`src/rtl/mult_engine.sv`:
```
// Iterative shift-add unsigned multiplier: one multiplier bit per cycle after a start pulse.
// Optional MULT_ENGINE_EARLY_TERM_EN finishes as soon as the remaining multiplier bits are all zero.
module mult_engine #(
    parameter int WIDTH = 8
) (
    input  logic                 clk,
    input  logic                 rst,
    input  logic                 start,
    input  logic [WIDTH-1:0]     a,
    input  logic [WIDTH-1:0]     b,
    output logic                 busy,
    output logic                 done,
    output logic [2*WIDTH-1:0]   product
);

    localparam int CW = $clog2(WIDTH) + 1;
    localparam int PW = 2 * WIDTH;

    typedef enum logic [1:0] {
        S_IDLE = 2'd0,
        S_BUSY = 2'd1,
        S_DONE = 2'd2
    } state_t;

    state_t          r_state, w_state_nxt;
    logic [PW-1:0]   r_mcand, w_mcand_nxt;
    logic [PW-1:0]   r_product, w_product_nxt;
    logic [WIDTH-1:0] r_mplier, w_mplier_nxt, w_mplier_shr;
    logic [CW-1:0]   r_cnt, w_cnt_nxt;
    logic            r_busy, r_done;
    logic            w_last;

    // Multiplier after this cycle's shift, and whether this iteration is the final one
    always_comb begin
        w_mplier_shr = {1'b0, r_mplier[WIDTH-1:1]};
`ifdef MULT_ENGINE_EARLY_TERM_EN
        w_last = (w_mplier_shr == {WIDTH{1'b0}});
`else
        w_last = (r_cnt == CW'(WIDTH - 1));
`endif
    end

    // Next-state and datapath update; start is honoured only in IDLE or DONE
    always_comb begin
        w_state_nxt   = r_state;
        w_mcand_nxt   = r_mcand;
        w_mplier_nxt  = r_mplier;
        w_product_nxt = r_product;
        w_cnt_nxt     = r_cnt;
        case (r_state)
            S_IDLE, S_DONE: begin
                if (start) begin
                    w_state_nxt   = S_BUSY;
                    w_mcand_nxt   = {{WIDTH{1'b0}}, a};
                    w_mplier_nxt  = b;
                    w_product_nxt = {PW{1'b0}};
                    w_cnt_nxt     = {CW{1'b0}};
                end else begin
                    w_state_nxt   = r_state;
                end
            end
            S_BUSY: begin
                if (r_mplier[0]) begin
                    w_product_nxt = r_product + r_mcand;
                end else begin
                    w_product_nxt = r_product;
                end
                w_mcand_nxt  = {r_mcand[PW-2:0], 1'b0};
                w_mplier_nxt = w_mplier_shr;
                w_cnt_nxt    = r_cnt + {{(CW-1){1'b0}}, 1'b1};
                if (w_last) begin
                    w_state_nxt = S_DONE;
                end else begin
                    w_state_nxt = S_BUSY;
                end
            end
            default: begin
                w_state_nxt = S_IDLE;
            end
        endcase
    end

    // State, datapath and Moore status flags; rst overrides any pending start
    always_ff @(posedge clk) begin
        if (rst) begin
            r_state   <= S_IDLE;
            r_mcand   <= {PW{1'b0}};
            r_mplier  <= {WIDTH{1'b0}};
            r_product <= {PW{1'b0}};
            r_cnt     <= {CW{1'b0}};
            r_busy    <= 1'b0;
            r_done    <= 1'b0;
        end else begin
            r_state   <= w_state_nxt;
            r_mcand   <= w_mcand_nxt;
            r_mplier  <= w_mplier_nxt;
            r_product <= w_product_nxt;
            r_cnt     <= w_cnt_nxt;
            r_busy    <= (w_state_nxt == S_BUSY);
            r_done    <= (w_state_nxt == S_DONE);
        end
    end

    assign busy    = r_busy;
    assign done    = r_done;
    assign product = r_product;

endmodule

```
`config.mk`:
```
export PLATFORM = sky130hd
export DESIGN_NAME = mult_engine
export DESIGN_NICKNAME = d
export VERILOG_FILES = /design/src/rtl/mult_engine.sv
export SDC_FILE = /design/constraint.sdc
export NUM_CORES = 1
export LEC_CHECK = 0
export CORE_UTILIZATION = 50
export CTS_BUF_LIST = sky130_fd_sc_hd__clkbuf_4 sky130_fd_sc_hd__clkbuf_8
export DETAILED_ROUTE_END_ITERATION = 7
export PLACE_DENSITY_LB_ADDON = 0.25
export SLEW_MARGIN = 15
export SYNTH_ARGS = -nofsm -noshare
export SYNTH_HDL_FRONTEND = slang
export SYNTH_SLANG_ARGS = --single-unit
```
`constraint.sdc`:
```
create_clock -name clk -period 3 [get_ports clk]
set_input_delay 0.45 -clock clk [delete_from_list [all_inputs] [get_ports clk]]
set_output_delay 0.45 -clock clk [all_outputs]
set_load 0.005 [all_outputs]
```
## Yosys cells after proc, flatten, opt, wreduce, memory -nomap -nowiden

Index checks and enable logic that the tools add are counted.

| cells by class | value |
|---|---|
| add/subtract/negate cells | 2 |
| reduce and logical (&&, ||, !) cells | 5 |
| mux-type cells | 12 |
| eq/ne operators | 7 |

Operators with widths:

| kind | count |
|---|---|
| 16-bit one-hot mux with 2 select lines | 2 |
| 16-bit 2-to-1 mux | 3 |
| 16-bit adder | 1 |
| 8-bit one-hot mux with 2 select lines | 1 |
| 8-bit 2-to-1 mux | 1 |
| 4-bit one-hot mux with 2 select lines | 1 |
| 4-bit by 1-bit adder with 4-bit output, second input constant | 1 |
| 2-bit by 1-bit equality test with 1-bit output, second input constant | 2 |
| 2-bit equality test, second input constant | 2 |
| 4-bit by 3-bit equality test with 1-bit output, second input constant | 1 |
| 2-bit 2-to-1 mux | 2 |
| 4-bit 2-to-1 mux | 1 |
| 2-bit != test, second input constant | 2 |
| 2-bit one-hot mux with 2 select lines | 1 |
| 3-bit AND reduction | 1 |
| 2-bit zero test | 1 |
| 2-bit AND reduction | 1 |
| 2-bit nonzero test | 1 |
| 2-bit OR reduction | 1 |

| word-level totals | value |
|---|---|
| flip-flop bits (word level) | 48 |
| word-level logic and storage cells | 33 |
| output and inout port bits | 18 |
| input port bits | 19 |

## Longest topological paths before layout

| depth | value |
|---|---|
| depth after elaboration | 4 |
| depth in mapped cells | 10 |
| mapped depth without buffers | 10 |

## Least setup slack after synthesis

Ideal clock, no wire load.

| timing path | value |
|---|---|
| path type | reg-to-reg |
| from | reg r_product[0] (netlist: product[0]) |
| to | reg r_product[14] (netlist: product[14]) |
| arrival time | 2098 ps |
| library setup time | 117 ps |
| buffers on the path | 0 |
| data required time | 2883 ps |
| path slack | 785 ps |
| stages on the path, launching flop included | 11 |
| cells stage by stage | dfxtp_1 > ha_1 > inv_1 > fa_1 > nor2b_4 > o211ai_2 > a21boi_2 > o211ai_1 > o311ai_2 > xor2_1 > a22o_1 |

| on the way | value |
|---|---|
| word-level cells in the longest chain between the ends | 3 |

RTL lines:

| element | line | source |
|---|---|---|
| start: declaration | 27 | `logic [PW-1:0] r_product, w_product_nxt;` |
| start signal: assignment | 89 | `r_product <= {PW{1'b0}};` |
| start signal: assignment | 97 | `r_product <= w_product_nxt;` |
| 16-bit adder | 64 | `w_product_nxt = r_product + r_mcand;` |
| 16-bit 2-to-1 mux | 63 | `if (r_mplier[0]) begin` |
| 16-bit one-hot mux with 2 select lines | 50 | `case (r_state)` |

No other way between the ends. The select of a mux whose other input is x is not followed.
A chain may end at the register's enable or synchronous reset.

## Worst setup path in the final report

| timing path | value |
|---|---|
| from | reg r_mcand[0] |
| to | reg r_product[14] (netlist: product[14]) |

| on the way | value |
|---|---|
| word-level cells in the longest chain between the ends | 3 |

RTL lines:

| element | line | source |
|---|---|---|
| start: declaration | 26 | `logic [PW-1:0] r_mcand, w_mcand_nxt;` |
| start signal: assignment | 87 | `r_mcand <= {PW{1'b0}};` |
| start signal: assignment | 95 | `r_mcand <= w_mcand_nxt;` |
| 16-bit adder | 64 |  |
| 16-bit 2-to-1 mux | 63 |  |
| 16-bit one-hot mux with 2 select lines | 50 |  |

No other way between the ends. The select of a mux whose other input is x is not followed.

==> impl_metrics.yaml <==
flow_run:
  cap_violations: 0
global_route:
  grt_max_degree: 33
  grtUsageTotal_pct: 20.5
  antenna_found_initial: 0
  grt_pass1_vias: 1772
  overflow: 0
  grt_pass1_wl_um: 8300
floorplan:
  die_w_um: 71.9
  ioPinCount: 37
  core_mm2: 0.00472
  dieHeight_um: 71.9
  rows: 25
  initial_core_util_pct: 51.7
  dieArea_mm2: 0.00517
cells_and_area:
  drive_above_1_share_pct: 9.90
  fin_util_pct: 62.9
  nets: 338
  syn2layout_area_growth_pct: 21.7
  final_cells: 370
  antenna_cells: 0
clock_tree:
  clk_pin_slew_ns: 0.09
  ctsHoldBuffers: 0
  cts_buffers: 5
  clock_sinks: 48
  clk_latency_ns: 0.30
  cts_resized: 0
  cts_max_level: 2
  cts_root_buffer: "clkbuf_8"
  cts_tree: "yes"
  cts.path.max_buffers: 2
  cts_setup_buffers: 0
logic_synthesis:
  synth_flop_cell: "dfxtp_1"
  synth_largest_area_cell: "dfxtp_1"
  syn_area_mm2: 0.00244
  yosysMostFrequentCell: "dfxtp_1"
  synth_edf_count: 0
  yosysWarnings: 0
  synth_common_cells: "dfxtp_1, a21oi_1, nor2_1"
  synth_cells: 271
  synthArstFlopShare_pct: 0
  syn-num-nets: 307
  synth_top_area_share_pct: 39.3
  ys_types: 47
  avgSynthCellArea_um2: 9.02
  yosysSeqAreaShare_pct: 39.3
  ys_ff_latch: 48
  synth_area_leaders: "dfxtp_1, ha_1, a22oi_1, a21oi_1, nor2_1"
worst_setup_path:
  endpoint_kind: "flip-flop"
  cp_slowest_cell: "fa_1"
  worstReg2RegStart: "r_mcand[0]"
  reg2reg_to: "product[14]"
  reg2reg_depth: 10
  cpPeakStageDelay_ns: 0.41
  worstPathCellList: "ha_1 -> inv_1 -> fa_1 -> nor2b_4 -> o211ai_2 -> a21boi_2 -> o211ai_1 -> o311ai_2 -> xor2_1 -> a22o_1"
  crit_type: "flip-flop to flip-flop"
  start_kind: "flip-flop"
  arrival_ns: 2.66
  path_max_fanout: 3
  r2r_slack_ns: 0.54
  required_ns: 3.20
sta:
  finalSetupViolCount: 0
  grt_setup_unrepaired: "false"
  fin_ws_ns: 0.542
  max_freq_mhz: 407
  fin_setup_tns_ns: 0
  max_slew_margin_pct: 37.5
  period_minus_slack_ns: 2.46
  worst_slew_pin_slew_ns: 0.934
  slew_viol_final: 0
  skew_ns: 0.00616
  fin_crit_sh_pct: 81.9
  hold_violations: 0
status:
  outcome: "completed"
power:
  power_leakage_nw: 1.16
  p_total_mw: 1.29
  p_per_area_mw_per_mm2: 433
  irDropWorstVdd_mv: 0.276
drt:
  finalWirelength_um: 5000
  vias: 2051
  wl_per_cell_um: 13.5
  first_pass_iters: 4
  vias_per_cell: 5.54
  drcViolationCount: 0
  first_iter_violations: 102
  ant_nets: 0
worst_hold_path:
  hp-start: "r_mplier[6]"
  min_to: "r_mplier[6]"
  hold_class: "flip-flop to flip-flop"
  holdPathStages: 2
place:
  dp_hpwl_um: 3570
  place_ws_ns: 0.557
  port_buffers: 36
  place.gp.congestion: 0.844
  place_inst: 362
==> layer usage <==
layer | part of all wire (%) | vias to the layer above | GRT usage, %
met5 | 0 | - | 0
met4 | 0.64 | 0 | 5.88
met3 | 4.3 | 2 | 4.44
met2 | 47 | 43 | 33.1
met1 | 48 | 949 | 27.7
li1 | - | 1057 | -
==> critical path, delay by kind of cell, from the launching register on <==
family          cells  cell delay (ns)
compound gates      5             1.00
xor+xnor            1             0.10
fa+ha+maj           2             0.64
buf+inv             1             0.07
flops               1             0.38
simple gates        1             0.16
==> power breakdown <==
part,internal (mW),switching (mW),leakage [nW]
clock,0.251,0.227,0.0583
combinational,0.0610,0.0769,0.714
sequential,0.656,0.0143,0.390
total,0.969,0.318,1.16
==> cells by family (layout without fill, tap and decap cells) <==
group | Yosys count | in the layout | synth area share (%)
AOI/OAI and AO/OA | 98 | 98 | 29.1
muxes | 2 | 2 | 0.819
and+or+nand+nor | 71 | 71 | 13.6
xor gates and xnor gates | 12 | 12 | 4.30
adders and majority gates | 17 | 17 | 9.01
DFF | 48 | 48 | 39.3
buffers and inverters | 23 | 55 | 3.84
==> flip-flops by register name, summed over array words and instances (netlist names) <==
name	count
r_mcand	16
product	16
r_cnt	4
r_mplier	8
r_state	2
done	1
busy	1
==> per-stage QoR <==
step                      hold slack, ns  area, um2
after floorplan                    0.437       2440
after global placement             0.447       2860
after detailed placement           0.448       2860
after CTS                          0.462       2970
after global routing               0.495       2970
final                              0.458       2970
==> cells in the final DEF (no fill, tap or decap), drive strengths merged, types with 4 or more instances in the layout <==
cell type,Yosys,routed
dfxtp,48,48
clkdlybuf4s50,0,36
a21oi,30,30
nor2,27,27
a22oi,25,25
nand2,20,20
ha,16,16
a22o,8,8
a31oi,8,8
o21ai,8,8
xnor2,7,7
inv,6,6
xor2,5,5
clkbuf,10,5
buf,7,5
nor2b,5,5
nand4,4,4
nand3,4,4
o211ai,4,4
a21o,4,4
==> final cells by class <==
| type | instances | area (um2) |
|---|---|---|
| Sequential cell | 48 | 961 |
| Multi-Input combinational cell | 200 | 1390 |
| Inverter | 6 | 22.5 |
| Clock buffer | 5 | 68.8 |
| Timing Repair Buffer | 41 | 398 |
| Clock inverter | 3 | 47.5 |
| Tap cell | 67 | 83.8 |
| Fill cell | 414 | 1750 |
==> worst max-delay path by stage <==
stage	from	to	slack [ns]	cells after the start
global placement	r_mcand[0]	product[14]	0.60	10
floorplan	product[0]	product[14]	0.79	10
finish	r_mcand[0]	product[14]	0.54	10
CTS	r_mcand[0]	product[14]	0.53	10
detailed placement	r_mcand[0]	product[14]	0.56	10
global route	r_mcand[0]	product[14]	0.41	10
Note: power is estimated with default switching activity, not from simulation.
==> RTL edit 1, RTL diff (same settings) <==
Re-encode `state_t` (3 states) as one-hot, 3 bits wide.
--- a/src/rtl/mult_engine.sv
+++ b/src/rtl/mult_engine.sv
@@ -18,6 +18,6 @@
 
-    typedef enum logic [1:0] {
-        S_IDLE = 2'd0,
-        S_BUSY = 2'd1,
-        S_DONE = 2'd2
+    typedef enum logic [2:0] {
+        S_IDLE = 3'b001,
+        S_BUSY = 3'b010,
+        S_DONE = 3'b100
     } state_t;
Check against the original RTL: no difference found for any inputs over 4 cycles, from zero or initial values and one cycle with rst high; so few cycles prove little.
==> RTL edit 1 against the unedited design <==
Sequential power increased by 2%. Synthesized cell count increased by 11%. Clock skew grew 7.8 ps. Final area rose by 2.6%. Worst setup slack improved by 210 ps. Sequential cell count increased by 1. Global-route usage grew 0.51 points. Non-clock buffer count shrank 2. Area after synthesis up 5.5%. Die area rose by 5.4%. Routed wire length up 4.9%. Power is 7.4% lower. Largest power group unchanged.
==> RTL edit 1: results (changes against the unedited design) <==
dpl.hpwl_mm: 3.87  # +8.6%
synth_area_leaders: "dfxtp_1, ha_1, a21oi_1"
slowest_delay_ps: 440  # +30 ps
syn_nets: 338  # +10%
path_max_fanout: 4  # +1
drtIter0Drc: 140  # +37%
intPower_w: 0.000885  # -8.6%
grt_pass1_wl_mm: 8.80  # +6.1%
place_congestion: 0.832  # -1.5%
fillCellCount: 427  # +3.1%
grt_pass1_vias: 1985  # +12%
totalWireLength_mm: 5.24  # +4.9%
ir_worst_vdd_uv: 292  # +5.5%
arrival_ps: 2450  # -210 ps
outcome: "finished, final reports clean"
finalClockSkew_ps: 14.0  # +7.81 ps
ys_types: 46  # -2.1%
clk_pin_slew_worst_paths_ps: 100
slew_headroom_pct: 54.7  # +17 points
grt_usage_pct: 21.0  # +0.51 points
vias: 2193  # +6.9%
firstDrtPassIters: 7  # +3
synth_seq_area_share_pct: 38.0  # -1.3 points
final_net_count: 367  # +8.6%
layout-drive-gt1-share_pct: 6.04  # -3.9 points
==> RTL edit 1: cell types whose count changed after synthesis, moves of 6 or more <==
| cell | change |
|---|---|
| nand2_1 | +13 |
| nand3_1 | +10 |
| a21oi_1 | +9 |
| a31oi_1 | -7 |
| nor3_1 | +7 |
| a22oi_1 | -6 |
==> RTL edit 1: tightest hold or removal path: cells and delay by family (launching register included) <==
kind	cells	cell delay (ps)
AO/OA/AOI/OAI	1	50
flip-flops	1	330
AND/OR/NAND/NOR	1	50
==> RTL edit 1: final cells by class <==
| type | instances | area share, % |
|---|---|---|
| clock buffers | 5 | 2.26 |
| clock inverters | 2 | 0.533 |
| inverters | 8 | 0.985 |
| multi-input cells | 228 | 48.7 |
| flip-flops and latches | 49 | 32.2 |
| well taps | 67 | 2.75 |
| repair buffers | 39 | 12.6 |
==> RTL edit 1: logic make-up (layout without fill, tap and decap cells) <==
| group | count (synthesis) | in the layout | share of synthesized area, % |
|---|---|---|---|
| buf+inv | 25 | 54 | 4.42 |
| fa+ha+maj | 17 | 17 | 8.54 |
| flops | 49 | 49 | 38.0 |
| xor+xnor | 14 | 14 | 4.76 |
| simple gates | 103 | 103 | 19.4 |
| compound gates | 94 | 94 | 24.8 |
==> RTL edit 1: power by group through the flow <==
stage	Clock, W	Combinational (W)	Sequential (W)
CTS	0.000391	0.000124	0.000683
global placement	0	0.000121	0.000698
detailed placement	0	0.000124	0.000698
global route	0.000416	0.000138	0.000686
finish	0.000385	0.000124	0.000683
floorplan	0	0.0000847	0.000693
==> RTL edit 1: stage by stage <==
| stage | std cells | area [um2] | setup slack, ps | util (%) |
|---|---|---|---|---|
| final | 398 | 3050 | 749 | 62.9 |
| after CTS | 398 | 3050 | 748 | 62.9 |
| after global placement | 391 | 2960 | 635 | 61.1 |
| after floorplan | 302 | 2580 | 917 | - |
| after detailed placement | 391 | 2960 | 586 | 61.1 |
| after global routing | 398 | 3050 | 634 | 62.9 |
==> RTL edit 1: final timing paths <==
path / from / endpoint / slack, ps / cells after the start
worst max-delay path: r_mcand[0] / product[14] / 750 / 10
worst min-delay path: r_mplier[4] / r_mplier[4] / 470 / 2
worst max register to register: r_mcand[0] / product[14] / 750 / 10
worst min register to register: r_mplier[4] / r_mplier[4] / 470 / 2
==> RTL edit 1: metal layers <==
| metal | vias up | wire (um) | track usage, % |
|---|---|---|---|
| li1 | 1145 | - | - |
| met1 | 994 | 2630 | 29.0 |
| met2 | 46 | 2350 | 32.4 |
| met3 | 8 | 187 | 4.39 |
| met4 | 0 | 68 | 6.84 |
| met5 | - | 0 | 0 |
==> RTL edit 2, RTL diff (same settings) <==
Made on the original files. The parameter `WIDTH` goes from 8 to 4.
--- a/src/rtl/mult_engine.sv
+++ b/src/rtl/mult_engine.sv
@@ -3,3 +3,3 @@
 module mult_engine #(
-    parameter int WIDTH = 8
+    parameter int WIDTH = 4
 ) (
Ports: changed (resized a, b and product); port bits go from 37 to 21. No check against the original RTL was run, so the function may have changed too.
==> RTL edit 2 against the unedited design <==
Routed wire length fell by 44%. Utilization fell by 0.077 points. Power fell by 51%. Worst setup slack improved by 410 ps. Largest power group unchanged. Clock power fell by 66%. Area after synthesis fell by 46%. Final area fell by 47%. Maximum frequency rose by 20%. Sequential cell count fell by 21.
==> RTL edit 2: results (changes against the unedited design) <==
outcome: "finished, final reports clean"
synth_commonest_cells: "dfxtp_1, nor2_1, nand2_1"
grt_pass1_vias: 1005  # -43%
clk_pin_slew_worst_paths_ps: 150  # +60 ps
synthArstFlopShare_pct: 0  # unchanged
fillCellCount: 237  # -43%
met2_usage_pct: 36.0  # +2.9 points
root_buffer: "clkbuf_4"
yosysWarnings: 0  # unchanged
met3_usage_pct: 5.37  # +0.92 points
cts_max_level: 1  # -1
cts_setup_buffers: 0  # unchanged
use_met1_pct: 27.7  # about the same
ys_types: 34  # -28%
avgRoutedWirePerCell_um: 13.8  # +2.4%
firstDrtPassIters: 4  # unchanged
drtIter0Drc: 18  # -82%
critPathSlowestCell: "or4_1"
placedInstanceArea_mm2: 0.00154  # -46%
layout-drive-gt1-share_pct: 4.07  # -5.8 points
hold_class: "register to register"
crit_family: "simple AND/OR/NAND/NOR gates"
netlist_instances: 155  # -43%
totalWireLength_mm: 2.80  # -44%
ir_worst_vdd_uv: 448  # +62%
grt_max_degree: 20  # -39%
syn_nets: 176  # -43%
io_buffers: 20  # -44%
arrival_ps: 2290  # -370 ps
p_leak_nw: 0.631  # -46%
final_net_count: 194  # -43%
path_max_fanout: 4  # +1
finalClockSkew_ps: 6.64  # +0.480 ps
diodes: 0  # unchanged
grt_pass1_wl_mm: 4.43  # -47%
synth_seq_area_share_pct: 40.6  # +1.3 points
clockBufferDepth: 2  # unchanged
postCtsResizedCells: 0  # unchanged
slowest_delay_ps: 470  # +60 ps
grt_usage_pct: 21.2  # +0.73 points
routed_via_density: 5.77  # +4.0%
place_congestion: 0.876  # +3.7%
clk_latency_ps: 330  # +30 ps
dp_cells: 198  # -45%
cts_buffers: 3  # -2
slew_headroom_pct: 51.9  # +14 points
antenna_found_initial: 0  # unchanged
dpl.hpwl_mm: 1.95  # -45%
synth_area_leaders: "dfxtp_1, ha_1, nor2_1"
## RTL edit 2: cell count changes after synthesis, sizes merged, moves of 7 or more
| cell | change |
|---|---|
| dfxtp | -21 |
| a22oi | -19 |
| a21oi | -18 |
| a22o | -8 |
| a31oi | -8 |
| ha | -7 |
## RTL edit 2: layout make-up
| type | instances | area, um2 | share of cell area (%) |
|---|---|---|---|
| clock buffer | 3 | 22.5 | 1.43 |
| clock inverter | 1 | 5.00 | 0.318 |
| inverter | 1 | 3.75 | 0.239 |
| multi-input combinational | 118 | 747 | 47.5 |
| sequential | 27 | 541 | 34.4 |
| tap | 30 | 37.5 | 2.39 |
| timing repair buffer | 22 | 215 | 13.7 |
## RTL edit 2: logic make-up (layout without fill, tap and decap cells)
group | Yosys count | in the layout | share of synthesized area (%)
adder cells (fa/ha/maj) | 10 | 10 | 9.96
AO/OA/AOI/OAI | 35 | 35 | 18.0
multiplexers | 2 | 2 | 1.60
buffers and inverters | 10 | 27 | 3.29
XOR/XNOR | 3 | 3 | 1.97
flip-flops | 27 | 27 | 40.6
AND/OR/NAND/NOR | 68 | 68 | 24.5
## RTL edit 2: final timing paths
path,cells after the start,slack (ps),from,endpoint
min reg2reg,2,490,r_mplier[2],r_mplier[1]
min,2,490,r_mplier[2],r_mplier[1]
max,6,950,r_mcand[1],product[7]
max reg2reg,6,950,r_mcand[1],product[7]
## RTL edit 2: stage by stage
step / utilization [%] / setup slack [ps] / hold WS (ps) / power [W]
2_1_floorplan: - / 1040 / 454 / 0.000444
3_3_place_gp: 61.8 / 1010 / 467 / 0.000472
3_5_place_dp: 61.8 / 956 / 480 / 0.000475
4_1_cts: 62.9 / 946 / 498 / 0.000636
5_1_grt: 62.9 / 845 / 516 / 0.000658
6_report: 62.9 / 952 / 493 / 0.000630
## RTL edit 2: where the power goes
| part | leakage [nW] | internal (W) | switching (W) |
|---|---|---|---|
| Clock | 0.0177 | 0.0000501 | 0.000112 |
| Combinational | 0.393 | 0.0000369 | 0.0000470 |
| Sequential | 0.220 | 0.000373 | 0.0000110 |
| Total | 0.631 | 0.000460 | 0.000170 |
## RTL edit 2: per-layer routing
layer	wire length, um	share of wire (%)	up-vias
li1	-	-	590
met1	1360	49	552
met2	1310	47	21
met3	111	4.0	2
met4	15	0.54	0
met5	0	0	-
## RTL edit 2: worst register-to-register path, cell delays in order (launching register included)
cell      delay [ps]
dfxtp_1          430
ha_1             280
a211oi_2         260
nor3_1           110
or4_1            470
nand3_1          100
mux2_1           320
